===== config.mk =====
export PLATFORM = sky130hd
export DESIGN_NAME = host_frame_receiver
export DESIGN_NICKNAME = d
export VERILOG_FILES = /design/src/rtl/host_frame_receiver.sv
export SDC_FILE = /design/constraint.sdc
export NUM_CORES = 1
export LEC_CHECK = 0
export CAP_MARGIN = 0
export CORE_MARGIN = 4
export CORE_UTILIZATION = 52
export CTS_BUF_LIST = sky130_fd_sc_hd__clkbuf_16
export DETAILED_ROUTE_END_ITERATION = 7
export DONT_BUFFER_PORTS = 1
export HOLD_SLACK_MARGIN = 0.1
export MAX_ROUTING_LAYER = met4
export PLACE_DENSITY = 0.64
export REMOVE_ABC_BUFFERS = 1
export SLEW_MARGIN = 20
export SYNTH_ARGS = -nofsm -noshare
export SYNTH_HDL_FRONTEND = slang
export SYNTH_SLANG_ARGS = --single-unit

===== constraint.sdc =====
create_clock -name masterClock -period 2.9 [get_ports masterClock]
set_input_delay 0.725 -clock masterClock [delete_from_list [all_inputs] [get_ports masterClock]]
set_output_delay 0.725 -clock masterClock [all_outputs]
set_load 0.01 [all_outputs]

===== src/rtl/host_frame_receiver.sv =====
// host_frame_receiver: assembles SYNC/CTRL/D3..D0/CHK byte frames from the host
// serial receiver into a control byte and a 32-bit data word, holds them behind a
// dataReceived/clearDR handshake, and discards and counts malformed frames.
module host_frame_receiver #(
  parameter logic [7:0]  SYNC_BYTE      = 8'hA5,
  parameter int unsigned TIMEOUT_CYCLES = 100000
) (
  input  logic        masterClock,
  input  logic        reset,
  input  logic        rxValid,
  input  logic [7:0]  rxByte,
  input  logic        clearDR,
  output logic        dataReceived,
  output logic [7:0]  control,
  output logic [31:0] inputData,
  output logic        frameError,
  output logic [7:0]  errorCount,
  output logic        rxBusy
);

  localparam int unsigned CNT_W = (TIMEOUT_CYCLES > 2) ? $clog2(TIMEOUT_CYCLES) : 1;
  // The counter holds this value on the edge before it would reach TIMEOUT_CYCLES-1.
  localparam logic [CNT_W-1:0] CNT_LAST = CNT_W'(TIMEOUT_CYCLES - 2);

  typedef enum logic [2:0] {
    S_IDLE, S_CTRL, S_D3, S_D2, S_D1, S_D0, S_CHK, S_HOLD
  } state_t;

  state_t           state_q;
  logic [7:0]       ctrl_sh_q;
  logic [31:0]      data_sh_q;
  logic [7:0]       xor_q;
  logic [CNT_W-1:0] tmo_q;
  logic             clr_q;

  logic in_frame_c;
  logic clr_rise_c;
  logic tmo_hit_c;
  logic err_c;

  // Decode the frame-in-progress window, clearDR edge and the one error cause per cycle.
  always_comb begin
    in_frame_c = (state_q != S_IDLE) && (state_q != S_HOLD);
    clr_rise_c = clearDR && !clr_q;
    tmo_hit_c  = in_frame_c && !rxValid && (tmo_q == CNT_LAST);
    err_c      = tmo_hit_c
               || ((state_q == S_CHK) && rxValid && (rxByte != xor_q))
               || ((state_q == S_HOLD) && rxValid);
  end

  // Frame state machine, shadow assembly, timeout counter and registered outputs.
  always_ff @(posedge masterClock) begin
    if (!reset) begin
      state_q      <= S_IDLE;
      ctrl_sh_q    <= 8'h00;
      data_sh_q    <= 32'h0;
      xor_q        <= 8'h00;
      tmo_q        <= '0;
      clr_q        <= 1'b0;
      dataReceived <= 1'b0;
      control      <= 8'h00;
      inputData    <= 32'h0;
      frameError   <= 1'b0;
      errorCount   <= 8'h00;
      rxBusy       <= 1'b0;
    end else begin
      clr_q      <= clearDR;
      frameError <= err_c;
      if (err_c && (errorCount != 8'hFF)) begin
        errorCount <= errorCount + 8'd1;
      end

      case (state_q)
        S_IDLE: begin
          tmo_q <= '0;
          if (rxValid && (rxByte == SYNC_BYTE)) begin
            state_q <= S_CTRL;
            xor_q   <= 8'h00;
            rxBusy  <= 1'b1;
          end
        end
        S_CTRL, S_D3, S_D2, S_D1, S_D0: begin
          if (rxValid) begin
            if (state_q == S_CTRL) begin
              ctrl_sh_q <= rxByte;
            end else begin
              data_sh_q <= {data_sh_q[23:0], rxByte};
            end
            xor_q   <= xor_q ^ rxByte;
            tmo_q   <= '0;
            state_q <= state_t'(state_q + 3'd1);
          end else if (tmo_hit_c) begin
            tmo_q   <= '0;
            state_q <= S_IDLE;
            rxBusy  <= 1'b0;
          end else begin
            tmo_q <= tmo_q + CNT_W'(1);
          end
        end
        S_CHK: begin
          if (rxValid) begin
            tmo_q  <= '0;
            rxBusy <= 1'b0;
            if (rxByte == xor_q) begin
              control      <= ctrl_sh_q;
              inputData    <= data_sh_q;
              dataReceived <= 1'b1;
              state_q      <= S_HOLD;
            end else begin
              state_q <= S_IDLE;
            end
          end else if (tmo_hit_c) begin
            tmo_q   <= '0;
            state_q <= S_IDLE;
            rxBusy  <= 1'b0;
          end else begin
            tmo_q <= tmo_q + CNT_W'(1);
          end
        end
        S_HOLD: begin
          // Bytes arriving here are overruns, counted via err_c and dropped.
          tmo_q <= '0;
          if (clr_rise_c) begin
            dataReceived <= 1'b0;
            state_q      <= S_IDLE;
          end
        end
        default: begin
          state_q <= S_IDLE;
          rxBusy  <= 1'b0;
        end
      endcase
    end
  end

endmodule


Word-level counts from Yosys, hierarchy flattened
Index checks and enable logic that the tools add are counted.
{ "op_classes": {"n_addsub": 3, "eq_ne": 19, "muxes": 22, "n_bitwise": 2, "n_reduce_logical": 28} }
{ "ops": {"columns": ["op", "count"], "rows": [
  ["$mux 17", 2],
  ["$pmux 17 s2", 1],
  ["$mux 3", 6],
  ["$add 17x1->17 const B", 1],
  ["$eq 17x17->1 const B", 1],
  ["$mux 8", 2],
  ["$pmux 8 s2", 1],
  ["$reduce_and 3->1", 5],
  ["$eq 3x3->1 const B", 4],
  ["$pmux 3 s4", 1],
  ["$ne 2x2->1 const B", 5],
  ["$logic_and 1x1->1", 9],
  ["$add 8x1->8 const B", 1],
  ["$eq 8x8->1", 1],
  ["$eq 8x8->1 const B", 1],
  ["$ne 8x8->1", 1],
  ["$ne 8x8->1 const B", 1],
  ["$xor 8x8->8", 1],
  ["$mux 1", 7],
  ["$eq 3x2->1 const B", 2],
  ["$reduce_bool 3->1", 2],
  ["$reduce_or 6->1", 1],
  ["$reduce_or 5->1", 1],
  ["$reduce_and 4->1", 1],
  ["other kinds (13)", 16]
]} }
{ "word_totals": {"register_bits": 120, "in_bits": 12, "output_inout_bits": 51, "word_cells": 86} }

Longest topological paths before layout
Gate-level depths: netlist (run 1).
{ "depth": {"word_depth": 7, "mapped_depth": 9, "mapped_depth_nobuf": 8} }

Least setup slack after synthesis (run 1)
OpenSTA, ideal clock, no wires.
{ "synth_timing": {"kind": "input -> register", "from": "in rxByte[4]", "to": "reg errorCount[0]", "setup_ns": 0.128, "t_arrival_ns": 2.276, "required_time_ns": 2.772, "setup_slack_ns": 0.497, "stages": 7, "path_buffers": 1, "cell_sequence": "nor2b_4 > or4_4 > o31a_1 > o31ai_4 > buf_6 > xor2_1 > nor2_1"} }
{ "synth_between": {"elab_chain_cells": 5} }
{ "synth_lines": {"columns": ["item", "line_no", "source"], "rows": [
  ["start: declaration", "11", "input logic [7:0] rxByte,"],
  ["$ne 8x8->1", "47", "|| ((state_q == S_CHK) && rxValid && (rxByte != xor_q))"],
  ["$logic_and 1x1->1", "47", null],
  ["$logic_or 1x1->1", "47", null],
  ["$logic_or 1x1->1", "48", "|| ((state_q == S_HOLD) && rxValid);"],
  ["$logic_and 1x1->1", "69", "if (err_c && (errorCount != 8'hFF)) begin"],
  ["end signal: assignment", "70", "errorCount <= errorCount + 8'd1;"],
  ["end: declaration", "17", "output logic [7:0] errorCount,"]
]} }
No other way between the ends.
A chain may end at the register's enable or synchronous reset.

Worst setup path after layout (run 1)
{ "layout_timing": {"from": "reg state_q[1]", "to": "reg xor_q[7]"} }
{ "layout_between": {"elab_chain_cells": 4, "elab_cells_between_ends": 12, "classes_between": "7 x eq/ne; 1 x mux; 4 x reduce/logical"} }
{ "layout_lines": {"columns": ["item", "line_no", "source"], "rows": [
  ["start: declaration", "29", "state_t state_q;"],
  ["start signal: assignment", "91", "state_q <= state_t'(state_q + 3'd1);"],
  ["$eq 3x1->1 (tied with other cells)", "73", "case (state_q)"],
  ["$reduce_or 5->1", "73", null],
  ["$ne 2x2->1 (no line) or $reduce_bool 2->1 (tied branches)", null, null],
  ["$reduce_and 3->1 (no line)", null, null],
  ["end signal: assignment", "89", "xor_q <= xor_q ^ rxByte;"],
  ["end: declaration", "32", "logic [7:0] xor_q;"]
]} }
Several ways; a longest one is shown, not always the timed one.

==> impl_results.md, run 1 <==
* Total Routing Usage GR at 20.1%
* Power dissipated by switching net loads at 0.000842 W
* Result of the run: finished, final reports clean
* Number of synthesized register bits at 120
* Critical Path AT at 2870 ps
* Met2 capacity usage during global routing at 31.4%
* Global-route congestion overflow total at 0
* Number of instances on the worst hold path at 1
* Most instantiated flip-flop cell in the synthesis netlist: dfxtp_1
* RR Startpoint: state_q[1]
* Number of placed cells counting well taps at 705
* Type of the worst min-delay path: primary input to flop
* Number of I/O pins at 63
* Number of flops mapped to enable cells by yosys at 0
* Total via count in the routed design at 3904
* Final Hold Viols at 0
* Layout-stage area growth over the synthesis result at 13.1%
* Share of power burned in the clock network at 52.9%
* Maximum number of pins on one net before global-route repair at 99
* Number of distinct library cells after synthesis at 52
* Area occupied by registers at 2400 µm²
* Final wirelength at 10400 µm
* Crit path setup slack, layout at 347 ps
* Cell types with the highest counts after synthesis: nand2_1 (163), dfxtp_1 (120), a21oi_1 (96)
* Maximum VDD drop at 0.287 mV
* Worst-skew pair later-pin latency at 410 ps
* Diodes inserted at 0
* Critical path peak fanout at 9
* Critical Path End Type: flop
* Number of global-route vias before repair at 3752
* MaxCap Viol Count at 0
* RSZ-0062 raised after global routing: no
* Reg2Reg Setup Slack at 350 ps
* Std-Cell Core Area at 9240 µm²
* Worst-case clock buffer depth at 2
* Critical Path Source Type: flop
* Max Fclk at 0.392 GHz
* Number of routed nets with antenna violations at 0
* Global-route met3 utilization at 6.61%
* PostCTS Resize Cnt at 0
* Per-instance average area after synthesis at 8.18 µm²
* Switching Fraction at 22.1%
* Via density at 5.30
* Die height at 105 µm
* Portion of synthesized cell area occupied by the leading cell type at 48.9%
* Max-Slew Margin vs Limit at 31.6%
* Die ar. at 11100 µm²
* FFs w/ async S/R, synth at 0%
* Sequential share of power at 44.0%
* Static leakage power at 1.89 nW
* Cell type with the largest total area after synthesis: dfxtp_1
* GR met1 Demand/Resource at 23.8%
* DRT iter0 DRCs at 151
* Number of slew-limit violations in the final report at 0
* PnR Total Power at 0.00381 W
* Gr busiest metal: met2
* Layout Cells excl Fill at 737
* First-pass GRT wire length at 17600 µm
* Post-CTS setup buffer count at 0
* Internal cell power at 0.00296 W
* CTS tree: yes
* Combinational Power Share at 3.1%
* Post-DR wirelength/cell at 14.1 µm
* RePlAce Congestion at 0.793
* Initial antenna violation count at 0
* Buffer type at the clock tree root: clkbuf_16
* Worst endpoint required time at 3220 ps
* Min Tclk post-route at 2550 ps
* Syn Std Cell Area at 4920 µm²
* Start point of the worst hold path: clearDR
* H-tree level count at 4
* Power per cell area at 684 nW/µm²
* Slew at the pin with the worst max-slew slack at 1030 ps
* Post-detailed-route DRC marker count at 0
* Clock transition at the registers of the reported paths at 50 ps
* Synth warn at 0
* Finished Core Util at 60.2%
* Number of nets in the layout at 615
* Post-synthesis cell count at 601
* Sequential area share after synthesis at 48.9%
* Worst setup slack before clock tree synthesis at 278 ps
* Reg-to-Reg End: xor_q[7]
* Period Utilization, post-route at 88.0%
* Number of buffers added on ports at 0
* Number of sinks driven by the clock tree at 120
* End point of the most critical hold path: clr_q
* Setup Skew at 9.82 ps
* Cell Rows at 35
* Post-CTS Hold Buffers at 0
* Cts bufs inserted at 17
* Detailed placement HPWL at 6690 µm
* Top cells by area in the synthesized netlist: dfxtp_1 (49%), nand2_1 (12%), a21oi_1 (9.8%)
* Horizontal die dimension at 105 µm
* Final-layout setup total negative slack at 0 ps
* Final setup violation count at 0
* Reg2reg path depth at 8
* Fraction of final layout cells with drive strength greater than 1 at 7.57%
* Count of TritonRoute iterations in the first routing pass at 4
* Critical path start-end classification: flop to flop
* Number of inserted filler cells in the final layout at 854
* Cell with the most instances after synthesis: nand2_1
* Multi-input gate area at 2320 µm²
* Starting Density at 53.2%
## cells by family after synthesis
kind of cell	after synthesis	synth area share (%)
flops	120	48.9
fa+ha+maj	8	2.04
simple gates	273	25.3
xor+xnor	19	3.38
mux	8	1.63
compound gates	133	14.9
buf+inv	40	3.94
## metal layers
metal,wire length [µm],vias up
li1,-,2013
met5,0,-
met1,4760,1793
met2,4870,88
met4,95,0
met3,654,10
## power groups by stage
stage               Clock [W]  Sequential, W  Combinational [W]
floorplan                   0        0.00171          0.0000845
global placement            0        0.00171           0.000115
detailed placement          0        0.00171           0.000116
CTS                   0.00205        0.00168           0.000117
global route          0.00213        0.00168           0.000130
finish                0.00201        0.00167           0.000116
## how the worst max path moves through the flow
| stage | slack (ps) | end | startpoint | cells after the start |
|---|---|---|---|---|
| floorplan | 100 | dataReceived | rxByte[4] | 6 |
| global placement | 320 | errorCount[4] | rxByte[4] | 6 |
| detailed placement | 280 | errorCount[5] | rxByte[4] | 6 |
| CTS | 350 | xor_q[7] | state_q[1] | 8 |
| global route | 130 | xor_q[0] | state_q[1] | 8 |
| finish | 350 | xor_q[7] | state_q[1] | 8 |
## layout by cell type (no fill, tap or decap), types with 8 or more instances in the layout
cell type and count:
o21ai_0 15, nand2_1 163, mux2i_1 8, nand3_1 11
xnor2_1 9, xor2_1 10, clkbuf_16 17, ha_1 8
nor2_1 40, a21oi_1 96, dfxtp_1 120
## worst max-delay path, cell delays in order (launching register included)
cell and delay (ps):
dfxtp_1 410, inv_1 90, ha_1 250, or4b_1 510, a21o_1 190, a21o_1 250, nor2_1 470, nand3b_1 140
a21oi_1 170
## final cells by class
type	count	share of cell area [%]
Sequential cell	120	43.2
Multi-Input combinational cell	441	41.7
Clock buffer	17	7.65
Tap cell	129	2.90
Clock inverter	15	2.77
Timing Repair Buffer	8	1.30
Inverter	7	0.472
## metrics by stage
step	hold slack [ps]	area [µm²]
after floorplan	432	4750
after global placement	442	4980
after detailed placement	445	4980
after CTS	433	5560
after global routing	445	5560
final	447	5560
## sequential cells by signal (all words and copies together), names as in the netlist, 3 cells and up
signal,flops
ctrl_sh_q,8
state_q,3
control,8
data_sh_q,32
xor_q,8
errorCount,8
inputData,32
tmo_q,17
No activity file was read; power rests on OpenSTA's default activity.
==> run 2, diff against run 1 <==
--- a/config.mk
+++ b/config.mk
@@ -8,4 +8,3 @@
 export CAP_MARGIN = 0
-export CORE_MARGIN = 4
-export CORE_UTILIZATION = 52
+export CORE_UTILIZATION = 63
 export CTS_BUF_LIST = sky130_fd_sc_hd__clkbuf_16
@@ -15,3 +14,3 @@
 export MAX_ROUTING_LAYER = met4
-export PLACE_DENSITY = 0.64
+export PLACE_DENSITY = 0.76
 export REMOVE_ABC_BUFFERS = 1
--- a/constraint.sdc
+++ b/constraint.sdc
@@ -3,2 +3,2 @@
 set_output_delay 0.725 -clock masterClock [all_outputs]
-set_load 0.01 [all_outputs]
+set_load 0.1 [all_outputs]
==> impl_results.md, run 2 (synthesis gave the netlist of run 1 again) <==
* Result of the run: finished, final reports clean
* Post-detailed-route DRC marker count at 0 (unchanged)
* Maximum number of pins on one net before global-route repair at 99 (unchanged)
* Buffer type at the clock tree root: clkbuf_16
* Number of buffers added on ports at 0 (unchanged)
* Total via count in the routed design at 4051 (+3.8%)
* Total Routing Usage GR at 27.8% (+7.7 points)
* Cts bufs inserted at 17 (unchanged)
* Critical Path AT at 2900 ps (+30 ps)
* Diodes inserted at 0 (unchanged)
* CTS tree: yes
* Master of the slowest instance on the critical path: or4b_1
* Critical Path Source Type: flop
* Start point of the worst hold path: clearDR
* Worst endpoint required time at 3230 ps (about the same)
* Global-route congestion overflow total at 0 (unchanged)
* Reg2reg path depth at 8 (unchanged)
* Number of inserted filler cells in the final layout at 548 (-36%)
* DRT iter0 DRCs at 312 (+110%)
* Number of slew-limit violations in the final report at 0 (unchanged)
* Critical path peak fanout at 9 (unchanged)
* Final setup violation count at 0 (unchanged)
* Starting Density at 66.4% (+13 points)
* Cell Rows at 31 (-11%)
* Slew at the pin with the worst max-slew slack at 1060 ps (+36.7 ps)
* Final-layout setup total negative slack at 0 ps (unchanged)
* Maximum VDD drop at 0.529 mV (+84%)
* Initial antenna violation count at 0 (unchanged)
* Crit-path leading delay family: simple AND/OR/NAND/NOR gates
* Critical path's largest stage delay at 520 ps (about the same)
* Reg-to-Reg End: xor_q[6]
* Critical Path End Type: flop
* Finished Core Util at 75.6% (+15 points)
* Number of I/O pins at 63 (unchanged)
* Commonest cells after routing, fill and taps aside: nand2_1 (163), dfxtp_1 (120), a21oi_1 (96), nor2_1 (40), buf_4 (23)
* Type of the worst min-delay path: primary input to flop
* Fraction of final layout cells with drive strength greater than 1 at 9.97% (+2.4 points)
* Number of global-route vias before repair at 4007 (+6.8%)
* Number of sinks driven by the clock tree at 120 (unchanged)
* Die height at 90.3 µm (-14%)
* Detailed placement HPWL at 6500 µm (-2.8%)
* MaxCap Viol Count at 0 (unchanged)
* Std-Cell Core Area at 7410 µm² (-20%)
* Critical path, cell by cell: inv_1 -> ha_1 -> or4b_1 -> a21o_1 -> a21o_1 -> nor2_1 -> nand3b_1 -> a21oi_1
* End point of the most critical hold path: clr_q
* Post-CTS Hold Buffers at 0 (unchanged)
* Layout-stage area growth over the synthesis result at 13.9%
* Max Fclk at 0.389 GHz (-0.78%)
* Static leakage power at 1.96 nW (+3.6%)
* Most common cell type on the critical path: a21o_1
* Largest registers: data_sh_q x32, inputData x32, tmo_q x17
* Final Hold Viols at 0 (unchanged)
* PostCTS Resize Cnt at 0 (unchanged)
* Clock transition at the registers of the reported paths at 50 ps (about the same)
* Period Utilization, post-route at 88.7% (+0.69 points)
* Worst-case clock buffer depth at 2 (unchanged)
* Number of routed nets with antenna violations at 0 (unchanged)
* Post-DR wirelength/cell at 14.3 µm (+1.8%)
* Power per cell area at 671 nW/µm² (-1.9%)
* RePlAce Congestion at 0.897 (+13%)
* Critical path start-end classification: flop to flop
* Min Tclk post-route at 2570 ps (+20.1 ps)
* Worst-skew pair later-pin latency at 410 ps (about the same)
* Number of nets in the layout at 630 (+2.4%)
* RSZ-0062 raised after global routing: no
* RR Startpoint: state_q[1]
* Number of instances on the worst hold path at 1 (unchanged)
* Critical path buffers and inverters at 1 (unchanged)
* Reg2Reg Setup Slack at 330 ps (-20 ps)
* Horizontal die dimension at 90.3 µm (-14%)
* Post-CTS setup buffer count at 0 (unchanged)
* Setup Skew at 18.0 ps (+8.21 ps)
* Die ar. at 8160 µm² (-26%)
* Final wirelength at 10300 µm (-0.40%)
* H-tree level count at 4 (unchanged)
* Max-Slew Margin vs Limit at 29.1% (-2.5 points)
* Count of TritonRoute iterations in the first routing pass at 6 (+2)
* Most frequent standard cell in the layout excluding fill and tap cells: nand2_1
* Via density at 5.62 (+6.1%)
* PnR Total Power at 0.00376 W (-1.2%)
* Critical Path Start: state_q[1]
* First-pass GRT wire length at 17700 µm (+0.31%)
[run 2: cell count changes in the layout (fill, tap and decap cells not counted), sizes merged]
cell,previous run,this run
buf,8,23
inv,8,9
bufinv,2,1
clkinvlp,2,1
[run 2: worst register-to-register path, stage by stage (launching register included)]
cell and delay (ps):
dfxtp_1 420, inv_1 100, ha_1 240, or4b_1 520
a21o_1 190, a21o_1 240, nor2_1 470, nand3b_1 140
a21oi_1 170
[run 2: cell type report]
| class | instances | area (µm²) | area share (%) |
|---|---|---|---|
| Multi-Input combinational cell | 441 | 2320 | 41.5 |
| Sequential cell | 120 | 2400 | 42.9 |
| Clock inverter | 14 | 128 | 2.28 |
| Inverter | 7 | 26.3 | 0.469 |
| Tap cell | 99 | 124 | 2.21 |
| Clock buffer | 17 | 425 | 7.60 |
| Timing Repair Buffer | 23 | 173 | 3.08 |
[run 2: worst max-delay path by stage]
stage	end	slack, ps	depth (start not counted)
6_report	xor_q[6]	330	8
5_1_grt	xor_q[6]	120	8
4_1_cts	xor_q[6]	370	8
3_5_place_dp	errorCount[2]	270	6
3_3_place_gp	errorCount[4]	330	6
2_1_floorplan	dataReceived	100	6
[run 2: report_power, final]
part | total [W] | internal (W) | switching [W]
Clock | 0.00193 | 0.00117 | 0.000756
Combinational | 0.000125 | 0.0000440 | 0.0000813
Sequential | 0.00170 | 0.00166 | 0.0000400
Total | 0.00376 | 0.00288 | 0.000877
[run 2: layer usage]
| metal | vias to the layer above | track usage, % | wire length [µm] |
|---|---|---|---|
| met4 | 0 | 10.1 | 114 |
| li1 | 2039 | - | - |
| met3 | 13 | 9.26 | 613 |
| met5 | - | - | 0 |
| met2 | 96 | 46.3 | 5110 |
| met1 | 1903 | 31.1 | 4500 |
[run 2: per-stage QoR]
stage / instance area (µm²) / instances / setup WS, ps / hold WS [ps]
6_report: 5600 / 721 / 326 / 432
5_1_grt: 5600 / 721 / 124 / 428
4_1_cts: 5600 / 721 / 371 / 432
3_5_place_dp: 5050 / 690 / 274 / 447
3_3_place_gp: 5050 / 690 / 329 / 440
2_1_floorplan: 4750 / 568 / 100 / 432
